===== src/rtl/uds_fetch.sv =====
// rtl/uds_fetch.sv - one-shot sequencer draining the read-once UDS words onto a key stream
module uds_fetch #(
  parameter int NUM_WORDS = 8
) (
  input  logic        clk,
  input  logic        reset_n,
  input  logic        app_mode,
  input  logic        start,
  output logic        busy,
  output logic        done,
  output logic        error,
  output logic        uds_cs,
  output logic [2:0]  uds_address,
  input  logic [31:0] uds_read_data,
  input  logic        uds_ready,
  output logic        key_valid,
  input  logic        key_ready,
  output logic [2:0]  key_index,
  output logic [31:0] key_data
);

  localparam logic [2:0] LAST_IDX = 3'(NUM_WORDS - 1);

  typedef enum logic [1:0] {S_IDLE, S_REQ, S_PUSH, S_DONE} state_t;

  state_t      state, state_next;
  logic [2:0]  idx, idx_next;
  logic [31:0] data_buf, buf_next;
  logic        used, used_next;
  logic        error_next;

  always_ff @(posedge clk or negedge reset_n) begin
    if (!reset_n) begin
      state    <= S_IDLE;
      idx      <= '0;
      data_buf <= '0;
      used     <= 1'b0;
      error    <= 1'b0;
    end else begin
      state    <= state_next;
      idx      <= idx_next;
      data_buf <= buf_next;
      used     <= used_next;
      error    <= error_next;
    end
  end

  always_comb begin
    state_next = state;
    idx_next   = idx;
    buf_next   = data_buf;
    used_next  = used;
    error_next = error;
    case (state)
      S_IDLE: begin
        if (start) begin
          if (app_mode || used) begin
            error_next = 1'b1;
          end else begin
            idx_next   = '0;
            state_next = S_REQ;
          end
        end
      end
      S_REQ: begin
        if (app_mode) begin
          state_next = S_IDLE;
          buf_next   = '0;
          used_next  = 1'b1;
          error_next = 1'b1;
        end else if (uds_ready) begin
          buf_next   = uds_read_data;
          state_next = S_PUSH;
        end
      end
      S_PUSH: begin
        if (app_mode) begin
          state_next = S_IDLE;
          buf_next   = '0;
          used_next  = 1'b1;
          error_next = 1'b1;
        end else if (key_ready) begin
          buf_next = '0;
          if (idx == LAST_IDX) begin
            used_next  = 1'b1;
            state_next = S_DONE;
          end else begin
            idx_next   = idx + 3'd1;
            state_next = S_REQ;
          end
        end
      end
      S_DONE: state_next = S_IDLE;
      default: state_next = S_IDLE;
    endcase
  end

  // Outputs see only registered state and the abort term, never the ready inputs.
  always_comb begin
    uds_cs      = (state == S_REQ) && !app_mode;
    key_valid   = (state == S_PUSH) && !app_mode;
    busy        = ((state == S_REQ) || (state == S_PUSH)) && !app_mode;
    done        = (state == S_DONE);
    uds_address = uds_cs ? idx : 3'd0;
    key_index   = key_valid ? idx : 3'd0;
    key_data    = key_valid ? data_buf : 32'd0;
  end

endmodule

===== config.mk =====
export PLATFORM = sky130hd
export DESIGN_NAME = uds_fetch
export DESIGN_NICKNAME = d
export VERILOG_FILES = /design/src/rtl/uds_fetch.sv
export SDC_FILE = /design/constraint.sdc
export NUM_CORES = 1
export LEC_CHECK = 0
export BUFFER_PORTS_ARGS = -buffer_cell sky130_fd_sc_hd__buf_2
export CORE_MARGIN = 1.5
export CORE_UTILIZATION = 35
export DETAILED_ROUTE_END_ITERATION = 12
export SYNTH_ARGS = -nofsm -noshare
export SYNTH_HDL_FRONTEND = slang
export SYNTH_SLANG_ARGS = --single-unit

===== constraint.sdc =====
create_clock -name clk -period 1.6 [get_ports clk]
set_input_delay 0 -clock clk [delete_from_list [all_inputs] [get_ports clk]]
set_output_delay 0 -clock clk [all_outputs]
set_load 0.02 [all_outputs]

==> metrics.txt <==
Clk Latency, worst-skew pair about 0.29 ns; Slew HR 0.6679; Slew @ Worst Pin 0.4981 ns; post-synth top area share 0.4519; DRT Pass-1 Iters 4; drt total wl between 7000 and 8000 um; number of max-cap violations 0; sequential cell area 977.2 sq um; WP data required ~1.8 ns; Synth Warn # 0; crit share post-route 1.043; setup slack after layout -0.06906 ns; status finished with violations; first-pass GRT wire length a little under 10000 um; Finished Layout Cells around 450; Worst Setup Start Kind flop; GR Overflow Total 0; CTS Buffer Depth 2; final hold violations 0; RSZ-0062 raised after global routing yes; vias in the first global route approximately 2000; Die Area 6650 sq um; failing checks setup timing; syn nets approximately 290; R2R Setup Slk -0.07 ns; dpl cells just under 400; GR Util All Layers 0.1898; Layout area overhead 84.18%; Post-synth top cells 39 x dfrtp_1, 36 x o21ai_0, 34 x and2_1; Initial Util 0.3626; Most used DFF post-synth dfrtp_1; Final Critical Period approximately 1.7 ns; Clock Skews between 0.002 and 0.003 ns; die span in y 81.55 um; CTS tree done; Post-DRT Antenna Nets 0; DR vias/cell just over 5; layout cells sized above 1 0.5119; core region area between 5000 and 6000 sq um; number of synthesized flops with an enable pin 0; CP Capture Type flop; Crit Path Category flop to flop; Synth cell types 27; DRC 0; syn avg cell area around 9.0 sq um; Seq cells post-synth 39; H-tree depth 2; Post-synth ARST share 1.000; Reg clk slew, reported paths around 0.080 ns; post-synthesis sequential area ratio 0.4519; top-count cell post-synth dfrtp_1; Via Count ~2300; Leak Pwr about 1.8 nW; CTS buffer count 5; CTS Root Cell clkbuf_8; die width around 82 um; crit-path max FO 6; Worst Hold Class primary input to flop; Pwr Total 0.005994 W; Setup-failing EPs final 34; Multi-input gate area between 1000 and 1500 sq um; top-level I/O count ~80; final slew viol count 0; Sink Count 39; VDD IR max 0.0005977 V; port buffer count 80; routability cong. a little under 0.8; diode count 0; DP Worst Slack -0.08390 ns; PwrDens 1507 nW/um^2; drt wl/cell 16.11 um; # rows 28; Final nets between 400 and 500; fillers 476; post-DP HPWL 3603 um; FMAX ~600 MHz; initial antenna violation count 0; post-synth top area cell dfrtp_1; WP data arrival approximately 1.9 ns; TNS Setup -0.9574 ns; Mapped Cells 240; synthesized area 2160 sq um; drt first-iter violations 89; Synth area leaders dfrtp_1 45%, o31ai_1 11%, and2_1 9.8%; pin count of the biggest net entering global routing 39
-- worst max-delay path, stage by stage (launching register included) --
cell and delay, ns:
dfrtp_1 0.39, ha_2 0.20, ha_4 0.16, nand3b_1 0.21, a221oi_4 0.41, nand2_1 0.09
mux2i_1 0.13
-- power by group --
group	switching (W)	internal [W]
Combinational	0.00185	0.00181
Clock	0.000345	0.000505
Sequential	0.000173	0.00131
Total	0.00237	0.00362
-- cell usage in the layout, fill, tap and decap left out, drive strengths merged --
master and count:
buf 116, dfrtp 39, o21ai 36, and2 34
nand2 33, dlygate4sd3 33, o31ai 33, clkbuf 10
ha 7, inv 6, nand2b 5, nor3 4
nor2 4, o21a 2, mux2 2, nand3 2
a21oi 2, nor2b 1, nand3b 1, a221oi 1
mux2i 1, and4b 1, a211o 1, o41ai 1
a31oi 1, o21bai 1, clkinv 1, bufinv 1
-- state kept, by name, indices dropped and copies added (netlist names) --
signal / flops
data_buf: 32
error: 1
idx: 3
state: 2
used: 1
-- per-layer routing --
layer  GRT usage  routed length (um)
met1      0.2276                3095
met2      0.3298                3762
met3     0.04222                 301
met4     0.07241                 154
met5           0                   0
-- cell type report --
cell class / count / share of cell area
multi-input combinational: 173 / 0.3372
clock buffer: 6 / 0.02076
tap: 75 / 0.02359
timing repair buffer: 153 / 0.3570
inverter: 6 / 0.006920
sequential: 39 / 0.2457
clock inverter: 2 / 0.008808
-- stage by stage --
stage / instance area, sq um / utilization / hold WS (ns)
after floorplan: 2160 / - / -0.2956
after global placement: 2748 / 0.4613 / -0.01433
after detailed placement: 2748 / 0.4613 / -0.007512
after CTS: 3575 / 0.6002 / 0.06958
after global routing: 3978 / 0.6679 / 0.09412
final: 3978 / 0.6679 / 0.09115
-- kinds of logic after synthesis --
group / Yosys count / share of synthesized area
mux: 3 / 0.01506
flops: 39 / 0.4519
buf+inv: 28 / 0.05735
fa+ha+maj: 7 / 0.04055
simple gates: 85 / 0.2022
compound gates: 78 / 0.2329
-- timing repair --
item                                    4_1_cts  5_1_grt
gates cloned                                  2        6
gates resized for setup                     104       57
pin swaps                                    26       14
hold buffers                                 33        0
endpoints found under the setup margin       71       75
setup buffers                                 5       12
hold endpoints to repair                     50        0
-- worst paths after layout --
| path | to | start | cells past startpoint |
|---|---|---|---|
| setup / recovery | idx[0]$_DFFE_PN0P_ | idx[1]$_DFFE_PN0P_ | 6 |
| hold / removal | error$_DFFE_PN0P_ | start | 3 |
| setup reg to reg | idx[0]$_DFFE_PN0P_ | idx[1]$_DFFE_PN0P_ | 6 |
| hold reg to reg | error$_DFFE_PN0P_ | error$_DFFE_PN0P_ | 1 |
| max in group asynchronous | state[1]$_DFFE_PN0P_ | reset_n | 3 |
| min in group asynchronous | error$_DFFE_PN0P_ | reset_n | 2 |
No activity file was read; power rests on OpenSTA's default activity.
